File: config.mk
export PLATFORM = sky130hd
export DESIGN_NAME = oflow_frame_buf_resp
export DESIGN_NICKNAME = d
export VERILOG_FILES = /design/src/rtl/oflow_frame_buf_resp.sv
export SDC_FILE = /design/constraint.sdc
export NUM_CORES = 1
export LEC_CHECK = 0
export BUFFER_PORTS_ARGS = -buffer_cell sky130_fd_sc_hd__buf_2
export CORE_ASPECT_RATIO = 2
export CORE_MARGIN = 4
export CORE_UTILIZATION = 45
export DETAILED_ROUTE_END_ITERATION = 12
export PLACE_DENSITY = 0.83
export SLEW_MARGIN = 15
export SYNTH_ARGS = -nofsm -noshare
export SYNTH_HDL_FRONTEND = slang
export SYNTH_SLANG_ARGS = --single-unit
File: constraint.sdc
create_clock -name clk -period 3.6 [get_ports clk]
set_input_delay 0 -clock clk [delete_from_list [all_inputs] [get_ports clk]]
set_output_delay 0 -clock clk [all_outputs]
set_load 0.02 [all_outputs]
File: src/rtl/oflow_frame_buf_resp.sv
// rtl/oflow_frame_buf_resp.sv - ping-pong frame buffer: writes fill one SRAM bank while reads replay the other
// A read requested together with a write is held pending and replays the bank just written.
module oflow_frame_buf_resp #(
  parameter int DATA_W = 32,
  parameter int ADDR_W = 6
) (
  input  logic              clk,
  input  logic              reset_N,
  input  logic              start_write,
  input  logic              start_read,
  input  logic [ADDR_W:0]   num_entries,
  input  logic [DATA_W-1:0] wr_data,
  output logic              wr_ready,
  output logic [DATA_W-1:0] rd_data,
  output logic              rd_valid,
  output logic              done_write,
  output logic              done_read,
  output logic              busy,
  output logic              err_overlap,
  output logic              mem_cs,
  output logic              mem_we,
  output logic [ADDR_W:0]   mem_addr,
  output logic [DATA_W-1:0] mem_wdata,
  input  logic [DATA_W-1:0] mem_rdata
);

  typedef enum logic [1:0] {IDLE, WRITE, READ, READ_DRAIN} state_t;

  localparam logic [ADDR_W:0] DEPTH = (ADDR_W+1)'(1) << ADDR_W;

  state_t            state;
  logic              wr_bank;
  logic              pending;
  logic [ADDR_W:0]   prev_count;
  logic [ADDR_W:0]   len;
  logic [ADDR_W-1:0] cnt;
  logic [ADDR_W:0]   wr_len;
  logic              last;
  logic              start_any;

  assign wr_len    = (num_entries > DEPTH) ? DEPTH : num_entries;
  assign last      = ({1'b0, cnt} == (len - 1'b1));
  assign start_any = start_write | start_read;

  assign busy      = (state != IDLE) | pending;
  assign mem_wdata = wr_ready ? wr_data : '0;
  assign rd_data   = rd_valid ? mem_rdata : '0;

  always_ff @(posedge clk or negedge reset_N) begin
    if (!reset_N) begin
      state       <= IDLE;
      wr_bank     <= 1'b0;
      pending     <= 1'b0;
      prev_count  <= '0;
      len         <= '0;
      cnt         <= '0;
      err_overlap <= 1'b0;
      wr_ready    <= 1'b0;
      rd_valid    <= 1'b0;
      done_write  <= 1'b0;
      done_read   <= 1'b0;
      mem_cs      <= 1'b0;
      mem_we      <= 1'b0;
      mem_addr    <= '0;
    end else begin
      done_write <= 1'b0;
      done_read  <= 1'b0;
      case (state)
        IDLE: begin
          // A pending read behaves like a start_read arriving in the done_write cycle
          if (pending || (start_read && !start_write)) begin
            if (pending) begin
              pending <= 1'b0;
              if (start_any) err_overlap <= 1'b1;
            end
            if (prev_count == '0) begin
              done_read <= 1'b1;
            end else begin
              state    <= READ;
              len      <= prev_count;
              cnt      <= '0;
              mem_cs   <= 1'b1;
              mem_we   <= 1'b0;
              mem_addr <= {~wr_bank, {ADDR_W{1'b0}}};
            end
          end else if (start_write) begin
            if (start_read) pending <= 1'b1;
            if (wr_len == '0) begin
              done_write <= 1'b1;
              wr_bank    <= ~wr_bank;
              prev_count <= '0;
            end else begin
              state    <= WRITE;
              len      <= wr_len;
              cnt      <= '0;
              wr_ready <= 1'b1;
              mem_cs   <= 1'b1;
              mem_we   <= 1'b1;
              mem_addr <= {wr_bank, {ADDR_W{1'b0}}};
            end
          end
        end
        WRITE: begin
          if (start_any) err_overlap <= 1'b1;
          if (last) begin
            state      <= IDLE;
            wr_ready   <= 1'b0;
            mem_cs     <= 1'b0;
            mem_we     <= 1'b0;
            mem_addr   <= '0;
            done_write <= 1'b1;
            wr_bank    <= ~wr_bank;
            prev_count <= len;
          end else begin
            cnt      <= cnt + 1'b1;
            mem_addr <= {wr_bank, cnt + 1'b1};
          end
        end
        READ: begin
          if (start_any) err_overlap <= 1'b1;
          rd_valid <= 1'b1;
          if (last) begin
            state     <= READ_DRAIN;
            mem_cs    <= 1'b0;
            mem_addr  <= '0;
            done_read <= 1'b1;
          end else begin
            cnt      <= cnt + 1'b1;
            mem_addr <= {~wr_bank, cnt + 1'b1};
          end
        end
        READ_DRAIN: begin
          if (start_any) err_overlap <= 1'b1;
          rd_valid <= 1'b0;
          state    <= IDLE;
        end
        default: state <= IDLE;
      endcase
    end
  end

endmodule
==> qor.csv <==
metric,value,unit
status,finished clean,
Routed Antenna Nets,0,
Max Cap Viol,0,
Final setup viols,0,
"Top FF cell, synth",dfrtp_1,
IO Pins,154,
Final TNS setup,0,ns
Synth cell types,49,
Yosys warning total,0,
Pleak,0.00183,uW
Setup CP Type,register to register,
layout cell share with drive strength beyond 1,38.5,%
worst clock skew,0.00703,ns
Ant. Diodes,0,
via count,2784,
crit start category,register,
PortBufs,153,
Post-synth EDFFs,0,
detailed placer's ending HPWL,7.76,mm
number of buffers created by CTS,5,
Clock Path Buffers,2,
wire length per cell,18.7,um
clock latency on the worst-skew pair,0.30,ns
routability congestion estimate,0.939,
minimum clock period,2.93,ns
CTS tree,yes,
chip width,61.2,um
Final Net Count,523,
Cell Rows,38,
final hold violations,0,
vias in the first global route,2660,
Place WS,0.725,ns
die span in y,114,um
RSZ-0062 raised after global routing,no,
Crit Path Max Fanout,15,
GR Util All Layers,26.6,%
Worst setup EP type,register,
CP peak stage delay,0.84,ns
mapped cell area,2540,um2
Area growth syn-to-layout,35.8,%
peak supply drop,0.000326,V
final-report max-slew violation count,0,
min-delay worst type,input port to register,
Mapped Cells,292,
largest net degree at the start of global routing,39,
f_max,342,MHz
global-route wire length before repair,13.3,mm
DRC,0,
vias per cell,5.55,
CP Buf/Inv Count,1,
Core Area,5470,um2
Syn Area/Cell,8.71,um2
Iter 0 DRT Violations,114,
Initial Util,46.5,%
"CTS clk-pin slew, worst paths",0.07,ns
Worst-Margin Slew,1.03,ns
post-CTS setup buffer count,0,
"Core Util, Final",63.2,%
DRT Wirelength,9.37,mm
register area share after synthesis,37.4,%
WP data required,3.80,ns
Worst Path Arrival,3.13,ns
clock root cell,clkbuf_8,
syn_nets,374,
Sink Count,38,
Power Density,246,nW/um2
Hold WS,0.0120,ns
CP cell instances,inv_1 -> ha_1 -> nor3b_1 -> or4_1 -> o311ai_1 -> o211ai_1 -> nand3b_1 -> o31ai_1,
critical path's slowest cell,o211ai_1,
final period utilization,81.3,%
GRT Residual Overflow,0,
post-route setup slack,0.674,ns
initial antenna violation count,0,
Slew headroom,31.0,%
Synth async-reset ratio,100,%
die area,6990,um2
CTS H-tree lvls,2,
TritonRoute pass-1 iters,4,
number of synthesized register bits,38,
kind of cell adding the most delay to the critical path,compound AO/OA/AOI/OAI gates,
## worst register-to-register path, stage by stage, from the launching register on
cell and delay [ns]:
dfrtp_1 0.42, inv_1 0.10, ha_1 0.19, nor3b_1 0.34, or4_1 0.17, o311ai_1 0.11
o211ai_1 0.84, nand3b_1 0.35, o31ai_1 0.31
## metrics by stage
stage,area (um2),power [uW],cells
after floorplan,2540,478,292
after global placement,3320,552,490
after detailed placement,3320,553,490
after CTS,3450,860,502
after global routing,3450,886,502
final,3450,851,502
## metal layers
| layer | GRT usage (%) | share of wire, % | up-vias |
|---|---|---|---|
| met4 | 9.41 | 2.0 | 0 |
| met2 | 49.5 | 53 | 176 |
| met5 | 0 | 0 | - |
| li1 | - | - | 1298 |
| met3 | 6.32 | 12 | 11 |
| met1 | 27.1 | 32 | 1299 |
## logic make-up after synthesis
group	after synthesis	share of synthesized area [%]
AND/OR/NAND/NOR	134	30.4
AO/OA/AOI/OAI	63	17.5
flip-flops	38	37.4
buffers and inverters	33	5.22
XOR/XNOR	14	4.82
adder cells (fa/ha/maj)	7	3.44
multiplexers	3	1.23
## placed cells by master (no fill, tap or decap), drive strengths merged, types with 4 or more instances in the layout
master,n
a311oi,7
or4,4
a21oi,12
and2,65
a22o,7
clkbuf,7
inv,17
nor2,11
nand3,6
nand2,23
nor2b,6
dfrtp,38
dlygate4sd3,4
o21ai,17
buf,154
xnor2,11
ha,7
## power by group
group	switching, uW	total, uW	internal (uW)
combinational	65.5	119	53.9
sequential	0.422	428	427
clock	150	304	154
## area by class of cell
cell class / instances / area, um2
multi-input cells: 221 / 1460
repair buffers: 158 / 813
fillers: 511 / 2010
inverters: 17 / 63.8
clock buffers: 7 / 86.3
clock inverters: 1 / 5.00
well taps: 60 / 75.1
flip-flops and latches: 38 / 951
## state kept, by name, indices dropped and copies added, names as in the netlist
signal and flops:
prev_count 7, rd_valid 1, err_overlap 1, mem_addr 7
done_write 1, state 2, done_read 1, len 7
wr_bank 1, mem_we 1, pending 1, wr_ready 1
mem_cs 1, cnt 6
## worst paths after layout
kind / cells after the start / start / endpoint / slack, ns
min reg2reg: 1 / err_overlap / err_overlap / 0.47
max reg2reg: 8 / len[0] / mem_addr[2] / 0.67
min: 3 / num_entries[3] / len[3] / 0.01
max in group asynchronous: 2 / reset_N / len[6] / 2.71
max: 8 / len[0] / mem_addr[2] / 0.67
min in group asynchronous: 2 / reset_N / mem_addr[5] / 0.35
## what timing repair did
item	in CTS	in global routing
hold endpoints to repair	40	0
hold buffers	4	0
endpoints found under the setup margin	0	0
gates resized for setup	0	0
## Yosys cell counts (all sizes together), types with 3 or more instances
| cell | instances | area [um2] |
|---|---|---|
| nand4 | 3 | 18.8 |
| ha | 7 | 87.6 |
| nor3 | 3 | 15.0 |
| nor2b | 6 | 37.5 |
| inv | 17 | 63.8 |
| o31ai | 3 | 22.5 |
| o22ai | 3 | 18.8 |
| nand2b | 3 | 18.8 |
| a311oi | 7 | 61.3 |
| nand2 | 23 | 86.3 |
| a22o | 7 | 61.3 |
| xnor2 | 11 | 96.3 |
| o21ai | 17 | 92.6 |
| a21oi | 12 | 60.1 |
| dfrtp | 38 | 951 |
| xor2 | 3 | 26.3 |
| nand3 | 6 | 30.0 |
| and2 | 65 | 407 |
| clkbuf | 12 | 46.3 |
| nor2 | 11 | 41.3 |
| or4 | 4 | 33.8 |
| buf | 4 | 22.5 |
Power figures use the tool's default switching activity.
